`config.mk`:
```
export PLATFORM = sky130hd
export DESIGN_NAME = pixel_fifo_split
export DESIGN_NICKNAME = d
export VERILOG_FILES = /design/src/rtl/pixel_fifo_split.sv
export SDC_FILE = /design/constraint.sdc
export NUM_CORES = 1
export LEC_CHECK = 0
export ABC_AREA = 1
export BUFFER_PORTS_ARGS = -buffer_cell sky130_fd_sc_hd__buf_2
export CAP_MARGIN = 20
export CORE_MARGIN = 1.5
export CORE_UTILIZATION = 56
export DETAILED_ROUTE_END_ITERATION = 12
export PLACE_DENSITY = 0.82
export SYNTH_ARGS = -nofsm -noshare
export SYNTH_HDL_FRONTEND = slang
export SYNTH_SLANG_ARGS = --single-unit
export TNS_END_PERCENT = 5
```
`constraint.sdc`:
```
create_clock -name clk -period 2.4 [get_ports clk]
set_input_delay 0.24 -clock clk [delete_from_list [all_inputs] [get_ports clk]]
set_output_delay 0.24 -clock clk [all_outputs]
set_load 0.02 [all_outputs]
```
`src/rtl/pixel_fifo_split.sv`:
```
// Pixel FIFO between a frame reader and VGA timing, with SOF tag, level flags and sticky errors.
// Latency: a write is readable from the next edge; an accepted read shows on pix_out one edge later.
// Backpressure: full/almost_full throttle the source; writes while full (no read) are dropped and flagged.
module pixel_fifo_split #(
  parameter int CH_W           = 8,
  parameter int NCH            = 3,
  parameter int DEPTH          = 16,
  parameter int AF_LVL         = DEPTH - 4,
  parameter int AE_LVL         = 4,
  parameter int UNDERRUN_BLACK = 1
) (
  input  logic                    clk,
  input  logic                    rst,
  input  logic                    wr_en,
  input  logic [NCH*CH_W-1:0]     din,
  input  logic                    din_sof,
  input  logic                    rd_en,
  input  logic                    clr_err,
  output logic [NCH*CH_W-1:0]     pix_out,
  output logic                    pix_sof,
  output logic                    pix_valid,
  output logic                    full,
  output logic                    empty,
  output logic                    almost_full,
  output logic                    almost_empty,
  output logic [$clog2(DEPTH):0]  level,
  output logic                    overflow,
  output logic                    underrun
);

  localparam int PW = NCH * CH_W;
  localparam int AW = $clog2(DEPTH);
  localparam int LW = AW + 1;
  localparam logic [LW-1:0] DEPTH_L = LW'(DEPTH);
  localparam logic [LW-1:0] AF_L    = LW'(AF_LVL);
  localparam logic [LW-1:0] AE_L    = LW'(AE_LVL);

  // Each entry carries the SOF tag in its top bit.
  logic [PW:0]    r_mem [DEPTH];
  logic [AW-1:0]  r_wp;
  logic [AW-1:0]  r_rp;
  logic [LW-1:0]  r_level;
  logic [PW-1:0]  r_pix;
  logic           r_sof;
  logic           r_vld;
  logic           r_ovf;
  logic           r_unr;

  logic           w_full;
  logic           w_empty;
  logic           w_wr_acc;
  logic           w_rd_acc;

  // Flags decode from the registered level only.
  assign w_full   = (r_level == DEPTH_L);
  assign w_empty  = (r_level == '0);
  // A read in the same cycle frees a slot, so a write at full still goes in.
  assign w_wr_acc = wr_en && (!w_full || rd_en);
  // No fall-through: a read on an empty FIFO is always an underrun.
  assign w_rd_acc = rd_en && !w_empty;

  // Storage array; contents need no reset.
  always_ff @(posedge clk) begin
    if (w_wr_acc) begin
      r_mem[r_wp] <= {din_sof, din};
    end
  end

  // Pointers and occupancy.
  always_ff @(posedge clk or negedge rst) begin
    if (!rst) begin
      r_wp    <= '0;
      r_rp    <= '0;
      r_level <= '0;
    end else begin
      if (w_wr_acc) r_wp <= r_wp + 1'b1;
      if (w_rd_acc) r_rp <= r_rp + 1'b1;
      if (w_wr_acc && !w_rd_acc)      r_level <= r_level + 1'b1;
      else if (w_rd_acc && !w_wr_acc) r_level <= r_level - 1'b1;
    end
  end

  // Registered output pixel; valid pulses once per accepted read.
  always_ff @(posedge clk or negedge rst) begin
    if (!rst) begin
      r_pix <= '0;
      r_sof <= 1'b0;
      r_vld <= 1'b0;
    end else if (w_rd_acc) begin
      r_pix <= r_mem[r_rp][PW-1:0];
      r_sof <= r_mem[r_rp][PW];
      r_vld <= 1'b1;
    end else begin
      r_sof <= 1'b0;
      r_vld <= 1'b0;
      if (rd_en && (UNDERRUN_BLACK != 0)) r_pix <= '0;
    end
  end

  // Sticky errors; a fresh error in the clearing cycle keeps the flag set.
  always_ff @(posedge clk or negedge rst) begin
    if (!rst) begin
      r_ovf <= 1'b0;
      r_unr <= 1'b0;
    end else begin
      r_ovf <= (r_ovf && !clr_err) || (wr_en && w_full && !rd_en);
      r_unr <= (r_unr && !clr_err) || (rd_en && w_empty);
    end
  end

  assign pix_out      = r_pix;
  assign pix_sof      = r_sof;
  assign pix_valid    = r_vld;
  assign full         = w_full;
  assign empty        = w_empty;
  assign almost_full  = (r_level >= AF_L);
  assign almost_empty = (r_level <= AE_L);
  assign level        = r_level;
  assign overflow     = r_ovf;
  assign underrun     = r_unr;

endmodule

```
==> reports/metrics.cfg <==
[yosys]
netlist_instances=1837
syn_avg_cell_area_sq_um=10.4
synth.net_count=1878
yosysSeqAreaShare_pct=68.5
yosys_warnings=0
synthDistinctLibCells=28
synth_area_sq_um=19000
yosys_register_bits=441

[critical_path]
worst_r2r_src=level[2]$_DFFE_PN0P_
endpoint_kind=flop
timing.critical_path.from_type=flop
critPathKind=reg2reg
worstPathArrival_ns=2.45
reg2reg_slack_ns=0.11
critical_path_required_ns=2.56
critical_path.reg2reg.endpoint=r_mem[11][11]$_DFFE_PP_
crit_fanout=25
worst_r2r_path_depth=10

[power]
vdd_ir_drop_max_mv=0.986
clkPwrFrac_pct=26.2
net-switching-power_mw=9.57
power.internal_mw=16.0
power.share.switching_pct=37.4
power.static_leakage_nw=9.42
comb_power_share_pct=35.5
post-layout-total-power_mw=25.6
pwr-share-seq_pct=38.3
power-per-cell-area_nw_per_um2=1190

[placement]
dpl_worst_slack_ns=-0.00662
gpl.final_weighted_congestion=0.812
hpwlAfterDp_mm=24.7
buffer_ports.inserted=66
placed_area_sq_um=20000

[sta]
maxSlewViolCount=0
final.hold.worst_slack_ns=0.0683
fin_worst_skew_ns=0.0254
layout_worst_path_cycle_share_pct=95.5
timing.final.hold_violations=0
tightestPinTransition_ns=1.10
finalSetupViolCount=0
post-route-worst-setup-slack_ns=0.107
grt_setup_unrepaired=yes
slew_headroom_pct=26.6
fmaxAchievable_ghz=0.436
fin_tns_setup_ns=0
final_period_minus_worst_setup_slack_ns=2.29

[grt]
grt_pass1_vias=13300
grt_pass1_wl_mm=71.0
antenna_found_initial=1
grt_remaining_overflow=0
grt_max_degree=94
groute.usage.overall_pct=26.2

[die]
design.die.area_sq_um=35100
dieHeight_um=187
die_width_um=187
number_of_placed_i_o_pins=67
initial_core_util_pct=56.8
fp-row-count=67
core-area_sq_um=33500

[clock_tree]
cts_made_buffers=42
insertion_delay_of_the_later_clocked_pin_in_the_worst_skew_pair_ns=0.55
cts.clk_slew.worst_paths_ns=0.06
clock_tree_from_tritoncts=yes
cts_root_buf=sky130_fd_sc_hd__clkbuf_16
numClockSinks=441
clock_tree.htree_level_count=2
clock_path_buffers=3

[finish]
layout.nets=1956
stdcell_area_sq_um=21500
drive_gt1_share_pct=11.2
antenna_cells=0
final_common_cell=sky130_fd_sc_hd__nand2_1
flow.area_growth_from_synthesis_pct=13.0
layout.cells.most_common_list=652 x sky130_fd_sc_hd__nand2_1, 400 x sky130_fd_sc_hd__edfxtp_1, 296 x sky130_fd_sc_hd__inv_1

[detailed_routing]
dr.first_iter.drc_count=1274
drt-total-wl_mm=45.6
vias_per_cell=5.47
drc=0
drt.antenna.violating_nets=0
via_count=13100
firstDrtPassIters=7
wl_per_cell_um=19.0

[worst_hold_path]
worst_hold_path.endpoint=r_mem[0][4]$_DFFE_PP_
min-delay-path-class=in2reg
worst_hold_path.num_cells=1
hold_start=din[4]

[run_status]
outcome=finished clean

[run]
maximum_capacitance_violations=0

==> cells by family (layout without fill, tap and decap cells) <==
group,count (synthesis),after routing,share of synthesized area (%)
buf+inv,390,500,8.87
fa+ha+maj,11,11,0.762
flops,441,441,68.5
simple gates,962,964,20.8
xor+xnor,8,8,0.368
compound gates,25,25,0.729
==> layer usage <==
metal / vias up / GRT usage (%) / share of wire, % / wire (um)
met5: - / 0 / 0.026 / 12
met4: 2 / 11.0 / 3.8 / 1730
met3: 139 / 5.07 / 9.3 / 4240
met2: 708 / 44.1 / 49 / 22300
met1: 6213 / 33.5 / 38 / 17400
li1: 6048 / - / - / -
==> cell usage after synthesis <==
cell type | count | area, sq um
sky130_fd_sc_hd__nand2_1 | 656 | 2460
sky130_fd_sc_hd__edfxtp_1 | 400 | 12000
sky130_fd_sc_hd__inv_1 | 297 | 1110
sky130_fd_sc_hd__nand3_1 | 271 | 1360
sky130_fd_sc_hd__buf_2 | 43 | 215
sky130_fd_sc_hd__dfrtp_1 | 41 | 1030
sky130_fd_sc_hd__nor2_1 | 30 | 113
sky130_fd_sc_hd__buf_6 | 16 | 180
sky130_fd_sc_hd__clkbuf_1 | 13 | 48.8
sky130_fd_sc_hd__o21ai_0 | 12 | 60.1
sky130_fd_sc_hd__buf_4 | 10 | 75.1
sky130_fd_sc_hd__ha_1 | 10 | 125
sky130_fd_sc_hd__xor2_1 | 7 | 61.3
sky130_fd_sc_hd__a21oi_1 | 4 | 20.0
sky130_fd_sc_hd__buf_1 | 4 | 15.0
sky130_fd_sc_hd__o211ai_1 | 4 | 30.0
sky130_fd_sc_hd__clkinv_1 | 3 | 11.3
sky130_fd_sc_hd__o21ai_1 | 3 | 15.0
sky130_fd_sc_hd__inv_2 | 2 | 7.51
sky130_fd_sc_hd__nand2_2 | 2 | 12.5
sky130_fd_sc_hd__nor2_2 | 2 | 12.5
sky130_fd_sc_hd__buf_8 | 1 | 15.0
sky130_fd_sc_hd__fa_1 | 1 | 20.0
sky130_fd_sc_hd__inv_4 | 1 | 6.26
sky130_fd_sc_hd__nand3b_1 | 1 | 7.51
sky130_fd_sc_hd__o21a_1 | 1 | 7.51
sky130_fd_sc_hd__o22ai_1 | 1 | 6.26
sky130_fd_sc_hd__xnor2_1 | 1 | 8.76
==> worst max path at each step <==
stage	from	endpoint	slack [ns]	cells after the start
finish	level[2]$_DFFE_PN0P_	r_mem[11][11]$_DFFE_PP_	0.11	10
global route	level[0]$_DFFE_PN0P_	level[4]$_DFFE_PN0P_	-0.05	15
CTS	level[0]$_DFFE_PN0P_	r_mem[2][16]$_DFFE_PP_	-0.01	10
detailed placement	level[2]$_DFFE_PN0P_	r_mem[11][11]$_DFFE_PP_	-0.007	10
global placement	level[0]$_DFFE_PN0P_	level[4]$_DFFE_PN0P_	0.01	15
floorplan	level[2]$_DFFE_PN0P_	r_mem[0][0]$_DFFE_PP_	-0.24	8
==> worst max-delay path: stages, from the launching register on <==
cell and delay [ns]:
sky130_fd_sc_hd__dfrtp_1 0.35, sky130_fd_sc_hd__inv_1 0.06, sky130_fd_sc_hd__nand3_2 0.08, sky130_fd_sc_hd__nor2_2 0.04, sky130_fd_sc_hd__nand2_1 0.06, sky130_fd_sc_hd__nand2_2 0.06, sky130_fd_sc_hd__inv_2 0.08, sky130_fd_sc_hd__buf_12 0.12
sky130_fd_sc_hd__buf_4 0.13, sky130_fd_sc_hd__nand2_8 0.08, sky130_fd_sc_hd__nor2_4 0.84
==> metrics by stage <==
step / cells / utilization (%)
floorplan: 1837 / -
global placement: 2314 / 59.8
detailed placement: 2314 / 59.8
CTS: 2396 / 64.1
global route: 2397 / 64.2
finish: 2397 / 64.2
==> area by class of cell <==
class	count	area (sq um)
sequential	441	13000
fill	2436	12000
multi-input combinational	1008	4490
clock buffer	51	1160
inverter	303	1140
timing repair buffer	119	886
tap	448	561
clock inverter	27	231
==> timing repair <==
item	4_1_cts	5_1_grt
resized for setup	3	9
hold buffers	3	0
gates cloned	1	1
setup buffers	0	0
endpoints found under the setup margin	76	159
hold endpoints to repair	23	0
pin swaps	1	2
==> state kept, by name, indices dropped and copies added (netlist names) <==
signal,flops
overflow,1
level,5
pix_valid,1
r_wp,4
underrun,1
pix_out,24
r_mem,400
r_rp,4
pix_sof,1
==> power groups by stage <==
stage                     combinational, mW  sequential, mW  clock [mW]
after floorplan                        5.84            10.2           0
after global placement                 8.52            9.91           0
after detailed placement               8.80            9.95           0
after CTS                              8.97            9.79        6.73
after global routing                   9.99            9.88        7.03
final                                  9.10            9.79        6.71
No activity file was read; power rests on OpenSTA's default activity.
